File: config.mk
export PLATFORM = sky130hd
export DESIGN_NAME = fifo_write_arbiter
export DESIGN_NICKNAME = d
export VERILOG_FILES = /design/src/rtl/fifo_write_arbiter_pkg.sv /design/src/rtl/fifo_write_arbiter_picker.sv /design/src/rtl/fifo_write_arbiter.sv
export SDC_FILE = /design/constraint.sdc
export NUM_CORES = 1
export LEC_CHECK = 0
export ABC_AREA = 1
export BUFFER_PORTS_ARGS = -buffer_cell sky130_fd_sc_hd__buf_2
export CORE_UTILIZATION = 48
export CTS_BUF_LIST = sky130_fd_sc_hd__clkbuf_16
export CTS_CLUSTER_SIZE = 28
export DETAILED_ROUTE_END_ITERATION = 10
export PLACE_DENSITY = 0.76
export SETUP_SLACK_MARGIN = 0.3
export SYNTH_ARGS = -nofsm -noshare
export SYNTH_HDL_FRONTEND = slang
export SYNTH_SLANG_ARGS = --single-unit
File: constraint.sdc
create_clock -name clk -period 2.2 [get_ports clk]
set_input_delay 0.22 -clock clk [delete_from_list [all_inputs] [get_ports clk]]
set_output_delay 0.22 -clock clk [all_outputs]
set_load 0.1 [all_outputs]
File: src/rtl/fifo_write_arbiter_pkg.sv
// Shared definitions for the FIFO write-port arbiter: FSM state codes and width helpers.
package fifo_write_arbiter_pkg;

    localparam logic ST_IDLE  = 1'b0;
    localparam logic ST_BURST = 1'b1;

    function automatic int unsigned clog2(input int unsigned value);
        int unsigned r;
        r = 0;
        while ((32'd1 << r) < value) begin
            r = r + 1;
        end
        return r;
    endfunction

    // Increment with wrap to zero at n, used for the round-robin pointer.
    function automatic int unsigned wrap_inc(input int unsigned value, input int unsigned n);
        return (value + 1 == n) ? 0 : value + 1;
    endfunction

endpackage

File: src/rtl/fifo_write_arbiter_picker.sv
// Rotating first-one finder: returns the first set request at or after base, wrapping.
module rr_priority_picker
    import fifo_write_arbiter_pkg::*;
#(
    parameter int N = 4
) (
    input  logic [N-1:0]          req,
    input  logic [clog2(N)-1:0]   base,
    output logic                  valid,
    output logic [clog2(N)-1:0]   idx
);

    localparam int IW = clog2(N);

    int unsigned pos;

    // Scan from farthest to nearest so the position closest to base is written last.
    always_comb begin
        valid = 1'b0;
        idx   = '0;
        pos   = 0;
        for (int unsigned k = N; k > 0; k--) begin
            pos = (32'(base) + k - 1) % N;
            if (req[pos]) begin
                valid = 1'b1;
                idx   = IW'(pos);
            end
        end
    end

endmodule

File: src/rtl/fifo_write_arbiter.sv
// Round-robin write-port arbiter with burst locking in front of a SyncFIFO.
module fifo_write_arbiter
    import fifo_write_arbiter_pkg::*;
#(
    parameter int BITWIDTH  = 5,
    parameter int N_REQ     = 4,
    parameter int MAX_BURST = 4
) (
    input  logic                        clk,
    input  logic                        rst,
    input  logic [N_REQ-1:0]            req,
    input  logic [N_REQ*BITWIDTH-1:0]   reqData,
    output logic [N_REQ-1:0]            gnt,
    input  logic                        fifoFull,
    input  logic                        fifoREn,
    output logic                        fifoWEn,
    output logic [BITWIDTH-1:0]         fifoDIn,
    output logic                        busy,
    output logic [clog2(N_REQ)-1:0]     owner
);

    localparam int IW = clog2(N_REQ);
    localparam int CW = clog2(MAX_BURST) + 1;

    logic          state_q, state_d;
    logic [IW-1:0] rr_ptr_q, rr_ptr_d;
    logic [IW-1:0] owner_q, owner_d;
    logic [CW-1:0] cnt_q, cnt_d;

    logic          pick_valid;
    logic [IW-1:0] pick_idx;
    logic [IW-1:0] sel;
    logic          owner_req;
    logic          cand;
    logic          space;
    logic          accept;
    logic [CW-1:0] cnt_inc;
    logic [BITWIDTH-1:0] sel_word;

    rr_priority_picker #(
        .N (N_REQ)
    ) u_picker (
        .req   (req),
        .base  (rr_ptr_q),
        .valid (pick_valid),
        .idx   (pick_idx)
    );

    always_comb begin
        owner_req = 1'b0;
        for (int unsigned i = 0; i < N_REQ; i++) begin
            if (IW'(i) == owner_q) begin
                owner_req = req[i];
            end
        end
    end

    // During a burst only the owner is eligible; otherwise the rotating picker decides.
    always_comb begin
        sel    = (state_q == ST_BURST) ? owner_q : pick_idx;
        cand   = (state_q == ST_BURST) ? owner_req : pick_valid;
        space  = ~fifoFull | fifoREn;
        accept = cand & space & ~rst;
    end

    always_comb begin
        sel_word = '0;
        gnt      = '0;
        for (int unsigned i = 0; i < N_REQ; i++) begin
            if (IW'(i) == sel) begin
                sel_word = reqData[i*BITWIDTH +: BITWIDTH];
                gnt[i]   = accept;
            end
        end
        fifoWEn = accept;
        fifoDIn = accept ? sel_word : '0;
        busy    = (state_q == ST_BURST);
        owner   = owner_q;
    end

    always_comb begin
        state_d  = state_q;
        rr_ptr_d = rr_ptr_q;
        owner_d  = owner_q;
        cnt_d    = cnt_q;
        cnt_inc  = cnt_q + 1'b1;
        case (state_q)
            ST_IDLE: begin
                if (accept) begin
                    owner_d = sel;
                    if (MAX_BURST == 1) begin
                        rr_ptr_d = IW'(wrap_inc(32'(sel), N_REQ));
                    end else begin
                        cnt_d   = CW'(1);
                        state_d = ST_BURST;
                    end
                end
            end
            ST_BURST: begin
                if (!owner_req) begin
                    rr_ptr_d = IW'(wrap_inc(32'(owner_q), N_REQ));
                    cnt_d    = '0;
                    state_d  = ST_IDLE;
                end else if (accept) begin
                    if (cnt_inc == CW'(MAX_BURST)) begin
                        rr_ptr_d = IW'(wrap_inc(32'(owner_q), N_REQ));
                        cnt_d    = '0;
                        state_d  = ST_IDLE;
                    end else begin
                        cnt_d = cnt_inc;
                    end
                end
            end
            default: begin
                state_d = ST_IDLE;
            end
        endcase
    end

    always_ff @(posedge clk or posedge rst) begin
        if (rst) begin
            state_q  <= ST_IDLE;
            rr_ptr_q <= '0;
            owner_q  <= '0;
            cnt_q    <= '0;
        end else begin
            state_q  <= state_d;
            rr_ptr_q <= rr_ptr_d;
            owner_q  <= owner_d;
            cnt_q    <= cnt_d;
        end
    end

endmodule
==> results.yml, run 1 <==
status:
  status: "did not finish"
  lastStage: "global routing (5_1_grt)"
  stop_error: "[ERROR DPL-0038] Utilization greater than 100%, impossible to legalize"
yosys:
  synth_xor_xnor_area_share_pct: 0.8444
  yosys.area_share.adder_pct: 8.444
  synthCells: 159
  ys_ff_latch: 8
  muxShareOfSynthArea_pct: 0
  ys_warn_count: 0
  avgSynthCellArea_um2: 6.524
  synth_cell_types: 27
  ys_seq_area_share_pct: 19.30
  yosys.area_share.simple_pct: 48.25
  synth_top_family_by_area: "simple AND/OR/NAND/NOR gates"
  yosysMostFrequentCell: "nand2_1"
  synth_area_um2: 1037
  netlist.area_leader.share_pct: 19.30
  syn-num-nets: 194
  netlist_top_cells_count: "44 x nand2_1, 16 x nor2_1, 15 x inv_1, 11 x nand2_2, 11 x nand3_1"
  synth.area.top_cells: "dfrtp_1 19%, nand2_1 16%, ha_1 8.4%, nand2_2 6.6%, nor2_1 5.8%"
  async_flop_share_pct: 100.0
  synth_compound_area_share_pct: 12.42
  synth_ff_type: "dfrtp_1"
  yosysTopAreaCell: "dfrtp_1"
  synth-edff-count: 0
die:
  die_height_um: 48.49
  die_w_um: 48.49
  ios: 41
  rows: 16
  start_util_pct: 51.81
cts:
  cts_made_buffers: 3
  ctsRootBufferMaster: "clkbuf_16"
  cts_num_sinks: 8
  htree_levels: 1
  cts_buffer_depth: 2
placement:
  hpwl_um: 2433
  io_buffers: 40
  gp_congestion: 0.8558
sta:
  worst-ep-kind: "output port"
  postGrtWorstEndpoint: "fifoDIn[2]"
global_routing:
  grt_start_max_net_pins: 11
==> metrics by stage <==
step / instance area [um^2] / cells / hold slack (ps) / setup TNS (ps) / setup slack, ps
global placement: 1594 / 229 / 188.0 / 0 / 38.65
floorplan: 1182 / 159 / 35.63 / -5548 / -712.0
detailed placement: 1594 / 229 / 191.3 / -18.54 / -5.973
CTS: 1942 / 248 / 393.6 / -1889 / -236.9
==> kinds of logic after synthesis <==
family / Yosys count
flip-flops: 8
AND/OR/NAND/NOR: 98
XOR/XNOR: 1
buffers and inverters: 24
AO/OA/AOI/OAI: 21
adder cells (fa/ha/maj): 7
==> what timing repair did <==
| action | 4_1_cts |
|---|---|
| cloned | 1 |
| resized for setup | 25 |
| setup endpoints to repair | 11 |
| endpoints found under the hold margin | 8 |
| pin swaps | 15 |
| setup buffers | 13 |
| hold buffers | 1 |
==> run 2, diff against run 1 <==
--- a/config.mk
+++ b/config.mk
@@ -7,12 +7,10 @@
 export LEC_CHECK = 0
 export ABC_AREA = 1
 export BUFFER_PORTS_ARGS = -buffer_cell sky130_fd_sc_hd__buf_2
-export CORE_UTILIZATION = 48
-export CTS_BUF_LIST = sky130_fd_sc_hd__clkbuf_16
-export CTS_CLUSTER_SIZE = 28
+export CORE_AREA = 2 2 63 65
 export DETAILED_ROUTE_END_ITERATION = 10
-export PLACE_DENSITY = 0.76
-export SETUP_SLACK_MARGIN = 0.3
+export DIE_AREA = 0 0 65 67
+export PLACE_DENSITY_LB_ADDON = 0.15
 export SYNTH_ARGS = -nofsm -noshare
 export SYNTH_HDL_FRONTEND = slang
 export SYNTH_SLANG_ARGS = --single-unit
==> results.yml, run 2 <==
die:
  die_height_um: 67
  die-area_um2: 4355
  coreArea_um2: 3606
  rows: 22
  start_util_pct: 28.76
  die_w_um: 65
  ios: 41
setup_path:
  cp-end-kind: "primary output"
  cp-startpoint: "rr_ptr_q[0]$_DFFE_PP0P_"
  cp.required_ps: 1980
  cp.arrival_ps: 2170
  setup.worst_path.start_class: "flop"
  endpoint: "fifoDIn[0]"
  reg2reg_from: "owner[1]$_DFFE_PP0P_"
  worst_r2r_path_depth: 11
  path_max_fanout: 6
  r2r_slack_ps: 340
  critical_path_class: "reg2out"
  timing.rr.end: "cnt_q[0]$_DFFE_PP0P_"
finish:
  top_register: "cnt_q"
  drive_above_1_share_pct: 64.89
  final_net_count: 261
  multiInputGateArea_um2: 1096
  num_antenna_cells: 0
  syn2layout_area_growth_pct: 100.1
  final_common_cell: "buf_2"
  postLayoutCoreUtil_pct: 57.56
  largest_register_ffs: 3
  most-common-layout-cells: "30 x buf_2, 25 x nand2_1, 19 x buf_4, 15 x nand2_2"
  num-fill-cells: 321
  regArea_um2: 209.0
yosys:
  netlist_top_cells_count: "44 x nand2_1, 16 x nor2_1, 15 x inv_1, 11 x nand2_2, 11 x nand3_1"
  async_flop_share_pct: 100.0
  synthCells: 159
  ys_warn_count: 0
  synth.area.top_cells: "dfrtp_1 19%, nand2_1 16%, ha_1 8.4%, nand2_2 6.6%, nor2_1 5.8%"
  avgSynthCellArea_um2: 6.524
  muxShareOfSynthArea_pct: 0
  synth_cell_types: 27
  synth_compound_area_share_pct: 12.42
  yosysTopAreaCell: "dfrtp_1"
  synth_ff_type: "dfrtp_1"
  yosys.area_share.simple_pct: 48.25
  ys_seq_area_share_pct: 19.30
  synth_top_family_by_area: "simple AND/OR/NAND/NOR gates"
  yosys.area_share.adder_pct: 8.444
  netlist.area_leader.share_pct: 19.30
  synth_xor_xnor_area_share_pct: 0.8444
  synth_area_um2: 1037
  ys_ff_latch: 8
  yosysMostFrequentCell: "nand2_1"
  synth-edff-count: 0
  syn-num-nets: 194
global_routing:
  grt.overflow.total: 0
  track_usage_pct: 15.15
  grt_first_pass_wirelength_um: 5202
  grt_pass1_vias: 1217
  grt_start_max_net_pins: 11
  antenna_found_initial: 0
hold_path:
  hold_depth: 4
  hold_class: "in2reg"
drt:
  finalWirelength_um: 3383
  drc: 0
  vias: 1278
  drtIter0Drc: 49
  ant_nets: 0
  wl_per_cell_um: 12.39
  viasPerCell: 4.681
  dr.pass1.iters: 4
status:
  violations: "setup timing"
  status: "complete, but fails checks"
sta:
  final.setup.worst_slack_ps: -194.8
  setup_violations: 10
  worstMarginPinSlew_ps: 485.3
  clock_skew_ps: 1.300
  fin_crit_ps: 2395
  fin_crit_sh_pct: 108.9
  rsz0062_at_grt: "yes"
  hold_viol_final: 0
  fmax_mhz: 417.6
  slew_headroom_pct: 67.87
  slew_viol_final: 0
cts:
  clock_latency_ps: 230
  cts_tree: "done"
  htree_levels: 1
  ctsRootBufferMaster: "clkbuf_8"
  cts_made_buffers: 3
  cts_num_sinks: 8
  cts_buffer_depth: 2
  cts.clk_slew.worst_paths_ps: 50
placement:
  io_buffers: 40
  hpwl_um: 2322
  gp_congestion: 0.8674
job:
  drv_cap: 0
==> run 2: cell counts after synthesis <==
Identical to the previous run, type by type.
==> run 2: worst min-delay path by stage <==
stage | startpoint | to
floorplan | rst | cnt_q[0]$_DFFE_PP0P_
global placement | rst | cnt_q[0]$_DFFE_PP0P_
detailed placement | rst | cnt_q[2]$_DFFE_PP0P_
CTS | rst | cnt_q[1]$_DFFE_PP0P_
global route | rst | cnt_q[1]$_DFFE_PP0P_
finish | rst | cnt_q[1]$_DFFE_PP0P_
==> run 2: metrics by stage <==
stage          setup TNS [ps]  setup slack (ps)  hold WS [ps]  std cells  area, um^2
2_1_floorplan           -5548            -712.0         35.63        159        1182
3_3_place_gp                0             60.91         206.6        248        1618
3_5_place_dp                0             23.10         218.4        248        1618
4_1_cts                 -1157            -156.6         373.5        265        1907
5_1_grt                 -2587            -298.4         418.1        273        2076
6_report                -1541            -194.8         367.7        273        2076
==> run 2: worst max-delay path, stage by stage (launching register included) <==
cell and delay [ps]:
dfrtp_1 420, buf_12 160, o21ai_4 190, nand2_2 90, nand3_2 90, nand2_1 70
nand2_2 70, nand3_4 120, nand3_4 160, nand2_8 100, nor2_4 130, nand2_2 90
nand2_8 80, buf_12 160
==> run 2: timing repair <==
action / CTS / global route
cloned: 1 / 0
endpoints found under the hold margin: 8 / 0
endpoints found under the setup margin: 9 / 10
hold buffers: 1 / 0
setup buffers: 11 / 8
pin swaps: 14 / 17
resized for setup: 28 / 27
==> run 2: cell type report <==
cell class                      count  area share [%]
Clock buffer                        4           2.170
Sequential cell                     8           10.07
Tap cell                           48           2.893
Inverter                           21           4.400
Timing Repair Buffer               64           27.67
Multi-Input combinational cell    128           52.80
==> run 2: cells by family (layout without fill, tap and decap cells) <==
| logic type | count (synthesis) | count (layout) |
|---|---|---|
| adder cells (fa/ha/maj) | 7 | 7 |
| buffers and inverters | 24 | 89 |
| AO/OA/AOI/OAI | 21 | 21 |
| AND/OR/NAND/NOR | 98 | 99 |
| flip-flops | 8 | 8 |
| XOR/XNOR | 1 | 1 |
==> run 2: metal layers <==
metal | GRT usage [%] | wire, um | part of all wire [%]
met4 | 4.521 | 31 | 0.92
met1 | 17.82 | 1297 | 38
met5 | 0 | 0 | 0
met3 | 1.858 | 76 | 2.2
met2 | 28.48 | 1977 | 58
Power of run 2 is not shown: default switching activity piles up to over one toggle a cycle in this logic, so the estimate is an artifact.
==> run 3, diff against run 2 <==
--- a/config.mk
+++ b/config.mk
@@ -11,6 +11,7 @@
 export DETAILED_ROUTE_END_ITERATION = 10
 export DIE_AREA = 0 0 65 67
 export PLACE_DENSITY_LB_ADDON = 0.15
+export REMOVE_ABC_BUFFERS = 1
 export SYNTH_ARGS = -nofsm -noshare
 export SYNTH_HDL_FRONTEND = slang
 export SYNTH_SLANG_ARGS = --single-unit
==> results.yml, run 3 (same netlist as run 2, synthesis figures left out) <==
finish:
  most-common-layout-cells: "33 x nand2_1, 30 x buf_2, 19 x nand2_2, 13 x buf_4, 12 x inv_1"
  multiInputGateArea_um2: 883.3
  syn2layout_area_growth_pct: 75.87
  num-fill-cells: 355
  final_common_cell: "nand2_1"
  largest_register_ffs: 3
  drive_above_1_share_pct: 56.82
  top_register: "cnt_q"
  regArea_um2: 202.7
  final_net_count: 257
  num_antenna_cells: 0
drt:
  finalWirelength_um: 3078
  wl_per_cell_um: 11.49
  vias: 1179
  dr.pass1.iters: 4
  drtIter0Drc: 24
  viasPerCell: 4.399
  ant_nets: 0
  drc: 0
sta:
  hold_viol_final: 0
  slew_headroom_pct: 67.71
  setup_violations: 8
  fmax_mhz: 428.4
  fin_crit_ps: 2334
  clock_skew_ps: 0.7912
  slew_viol_final: 0
  final.setup.worst_slack_ps: -134.3
  worstMarginPinSlew_ps: 487.7
  fin_crit_sh_pct: 106.1
  whs_ps: 398.3
  rsz0062_at_grt: "yes"
cts:
  cts_buffer_depth: 2
  ctsRootBufferMaster: "clkbuf_8"
  cts_tree: "done"
  clock_latency_ps: 220
  cts_num_sinks: 8
  cts_made_buffers: 3
  cts.clk_slew.worst_paths_ps: 40
  htree_levels: 1
placement:
  io_buffers: 40
  gp_congestion: 0.8431
  hpwl_um: 2297
die:
  start_util_pct: 28.76
  coreArea_um2: 3606
  die_height_um: 67
  die_w_um: 65
  ios: 41
  die-area_um2: 4355
  rows: 22
status:
  status: "complete, but fails checks"
  violations: "setup timing"
global_routing:
  grt_pass1_vias: 1208
  grt_first_pass_wirelength_um: 5278
  grt_start_max_net_pins: 11
  track_usage_pct: 15.45
  grt.overflow.total: 0
  antenna_found_initial: 0
hold_path:
  hold_class: "in2reg"
setup_path:
  critical_path_class: "reg2out"
  cp.required_ps: 1980
  cp.arrival_ps: 2110
  setup.worst_path.start_class: "flop"
  path_max_fanout: 8
  cp-end-kind: "primary output"
  r2r_slack_ps: 370
job:
  drv_cap: 0
[run 3: cell types whose count changed in the layout (fill, tap and decap cells not counted), sizes merged]
| cell | before | now |
|---|---|---|
| buf | 63 | 59 |
| clkbuf | 4 | 3 |
[run 3: worst paths after layout]
| kind | from | depth (start not counted) | to |
|---|---|---|---|
| setup / recovery | rr_ptr_q[0]$_DFFE_PP0P_ | 13 | fifoDIn[4] |
| hold / removal | rst | 4 | cnt_q[1]$_DFFE_PP0P_ |
| setup reg to reg | rr_ptr_q[0]$_DFFE_PP0P_ | 12 | rr_ptr_q[0]$_DFFE_PP0P_ |
| hold reg to reg | cnt_q[2]$_DFFE_PP0P_ | 2 | cnt_q[2]$_DFFE_PP0P_ |
| max in group asynchronous | rst | 3 | rr_ptr_q[0]$_DFFE_PP0P_ |
| min in group asynchronous | rst | 3 | cnt_q[0]$_DFFE_PP0P_ |
[run 3: per-layer routing]
metal,wire length [um],GRT usage [%]
met4,40,3.989
met5,0,0
met1,1379,18.86
met3,86,2.196
met2,1572,28.22
[run 3: timing repair]
action                                  4_1_cts  5_1_grt
buffers inserted                              8        2
pin swaps                                    14        6
endpoints found under the hold margin         8        0
hold buffers                                  1        0
endpoints found under the setup margin        9       10
gates resized for setup                      38       12
cloned                                        2        0
[run 3: final cells by class]
cell class              instances  area share, %
well taps                      48          3.292
repair buffers                 60          30.18
inverters                      21          4.733
multi-input cells             128          48.42
clock buffers                   3          2.263
flip-flops and latches          8          11.11
[run 3: critical path, stage by stage (launching register included)]
cell and delay (ps):
dfrtp_2 490, buf_6 150, nand2_4 70, nand3_2 90, nand2_2 90, nand3_2 70, nand2_1 70, nand2_2 60
nand3_4 140, nand3_4 110, nor2_4 180, nand2_1 100, nand2_2 80, buf_12 170
[run 3: stage by stage]
step	worst slack [ps]	cells	utilization [%]	TNS (ps)	instance area, um^2
4_1_cts	-116.8	266	48.89	-757.8	1763
3_3_place_gp	-61.69	253	41.53	-231.0	1498
5_1_grt	-289.9	268	50.59	-1930	1824
2_1_floorplan	-2478	156	-	-17760	1007
6_report	-134.3	268	50.59	-809.9	1824
3_5_place_dp	-38.35	253	41.53	-176.9	1498
Power of run 3 is left out for the same reason.
==> run 4, diff against run 3 <==
--- a/config.mk
+++ b/config.mk
@@ -14,4 +14,5 @@
 export REMOVE_ABC_BUFFERS = 1
 export SYNTH_ARGS = -nofsm -noshare
 export SYNTH_HDL_FRONTEND = slang
+export SYNTH_HIERARCHICAL = 1
 export SYNTH_SLANG_ARGS = --single-unit
==> results.yml, run 4 <==
sta:
  slew_viol_final: 0
  fin_crit_sh_pct: 114.4
  setup_violations: 9
  rsz0062_at_grt: "yes"
  final.setup.worst_slack_ps: -316.0
  hold_viol_final: 0
  fin_crit_ps: 2516
  fmax_mhz: 397.5
  worstMarginPinSlew_ps: 486.1
  slew_headroom_pct: 67.81
  clock_skew_ps: 0.7291
placement:
  gp_congestion: 0.7375
  placed_cells: 293
  io_buffers: 40
  hpwl_um: 2438
  dpl_cell_area_um2: 1639
status:
  violations: "setup timing"
  status: "complete, but fails checks"
die:
  coreArea_um2: 3606
  die-area_um2: 4355
  die_height_um: 67
  die_w_um: 65
  start_util_pct: 30.53
  ios: 41
  rows: 22
yosys:
  netlist.area_leader.share_pct: 20.11
  synth_cell_types: 24
  synth-edff-count: 0
  synth.area.top_cells: "nand2_1 20%, dfrtp_1 18%, nand3_1 13%, inv_1 9.9%, ha_1 8.0%"
  synthCells: 189
  netlist_top_cells_count: "59 x nand2_1, 29 x inv_1, 29 x nand3_1, 14 x nor2_1"
  async_flop_share_pct: 100.0
  avgSynthCellArea_um2: 5.826
  yosysMostFrequentCell: "nand2_1"
  yosys.area_share.adder_pct: 7.955
  ys_ff_latch: 8
  ys_seq_area_share_pct: 18.18
  yosysTopAreaCell: "nand2_1"
  synth_top_family_by_area: "simple AND/OR/NAND/NOR gates"
  ys_warn_count: 6
  synth_ff_type: "dfrtp_1"
  muxShareOfSynthArea_pct: 0
  synth_compound_area_share_pct: 10.23
  synth_area_um2: 1101
  yosys.area_share.simple_pct: 49.20
  synth_xor_xnor_area_share_pct: 0
finish:
  largest_register_ffs: 3
  postLayoutCoreUtil_pct: 51.63
  final_common_cell: "nand2_1"
  num_antenna_cells: 0
  stdcell_count: 300
  final_net_count: 289
  fin_area_um2: 1862
  most-common-layout-cells: "47 x nand2_1, 30 x buf_2, 25 x inv_1, 25 x nand3_1, 18 x buf_4"
  drive_above_1_share_pct: 46.43
  top_register: "cnt_q"
  syn2layout_area_growth_pct: 69.09
setup_path:
  slowest_delay_ps: 420
  setup.worst_path.start_class: "flop"
  endpoint: "fifoDIn[0]"
  worst_r2r_path_depth: 13
  cp.required_ps: 1980
  cpMostUsedCell: "nand2_2"
  critical_path_class: "reg2out"
  crit_family: "simple AND/OR/NAND/NOR gates"
  path_max_fanout: 6
  timing.rr.end: "rr_ptr_q[0]$_DFFE_PP0P_"
  path_depth: 17
  cpMaxStageDelayCell: "dfrtp_1"
  cp_num_buf_inv: 5
  reg2reg_from: "rr_ptr_q[0]$_DFFE_PP0P_"
  cp-startpoint: "rr_ptr_q[0]$_DFFE_PP0P_"
  crit_chain: "buf_6 > nand2_4 > and2_4 > nand2_4 > nand2_2 > clkinv_2 > nand2_1 > nand2_1 > nand2_2 > inv_2 > o21ai_4 > buf_12 > nand3_2 > nand2_2 > nand2_2 > a21oi_4 > buf_12"
  cp.arrival_ps: 2300
  r2r_slack_ps: 250
  cp-end-kind: "primary output"
drt:
  wl_per_cell_um: 10.19
  viasPerCell: 4.393
  dr.pass1.iters: 4
  finalWirelength_um: 3057
  wl_met2_um: 1477
  top_layer: "met4"
  drc: 0
  vias: 1318
  m1WireLength_um: 1337
  ant_nets: 0
  drtIter0Drc: 76
  wl_met3_um: 221
cts:
  cts.clk_slew.worst_paths_ps: 40
  clock_latency_ps: 230
  cts_made_buffers: 3
  cts_num_sinks: 8
  ctsRootBufferMaster: "clkbuf_8"
  cts_tree: "done"
  cts_buffer_depth: 2
  htree_levels: 1
global_routing:
  grt.overflow.total: 0
  grt_first_pass_wirelength_um: 5244
  track_usage_pct: 15.29
  antenna_found_initial: 0
  grt_pass1_vias: 1257
  grt_start_max_net_pins: 11
hold_path:
  hold_class: "in2reg"
job:
  drv_cap: 0
-- run 4: cell count changes in the layout (fill, tap and decap cells not counted), sizes merged, moves of 2 or more --
cell and delta:
or2 +5, inv +12, nor3 -2, nand3 +13, buf +3, nor2 -4, nand2 +8
-- run 4: through the flow --
step | setup slack, ps | TNS, ps | hold WS [ps]
after floorplan | -1583 | -12980 | 43.85
after global placement | -120.9 | -489.7 | 236.1
after detailed placement | -142.6 | -594.3 | 235.4
after CTS | -355.2 | -2061 | 458.1
after global routing | -435.0 | -3214 | 509.8
final | -316.0 | -1875 | 450.3
-- run 4: layout make-up --
type | instances | area, um^2
clock buffers | 3 | 41.29
repair buffers | 63 | 549.3
inverters | 34 | 131.4
flip-flops and latches | 8 | 200.2
multi-input cells | 144 | 879.6
fillers | 375 | 1744
well taps | 48 | 60.06
-- run 4: kinds of logic after synthesis --
logic type | Yosys count
and+or+nand+nor | 118
adders and majority gates | 7
buffers and inverters | 37
AOI/OAI and AO/OA | 19
DFF | 8
-- run 4: how the worst min path moves through the flow --
| stage | start | end | slack [ps] | depth (start not counted) |
|---|---|---|---|---|
| 6_report | req[3] | busy$_DFF_PP0_ | 450 | 5 |
| 4_1_cts | req[3] | busy$_DFF_PP0_ | 460 | 5 |
| 2_1_floorplan | rst | busy$_DFF_PP0_ | 40 | 1 |
| 5_1_grt | req[3] | busy$_DFF_PP0_ | 510 | 5 |
| 3_5_place_dp | rst | cnt_q[2]$_DFFE_PP0P_ | 240 | 3 |
| 3_3_place_gp | rst | cnt_q[2]$_DFFE_PP0P_ | 240 | 3 |
-- run 4: tightest hold or removal path, stage by stage --
cell and delay, ps:
buf_2 110, inv_1 40, nand2_1 70, nand3_1 120
o21ai_0 80
-- run 4: timing repair --
| action | 4_1_cts | 5_1_grt |
|---|---|---|
| hold endpoints to repair | 8 | 0 |
| endpoints found under the setup margin | 10 | 10 |
| gates resized for setup | 17 | 28 |
| pin swaps | 6 | 18 |
| buffers inserted | 0 | 3 |
| hold buffers | 1 | 0 |
-- run 4: metal layers --
metal  vias up  global-route usage, %
met4         0                  5.585
met2        45                  27.71
met5         -                      0
met3         2                  3.378
met1       558                  17.50
li1        713                      -
Power of run 4 is left out for the same reason.
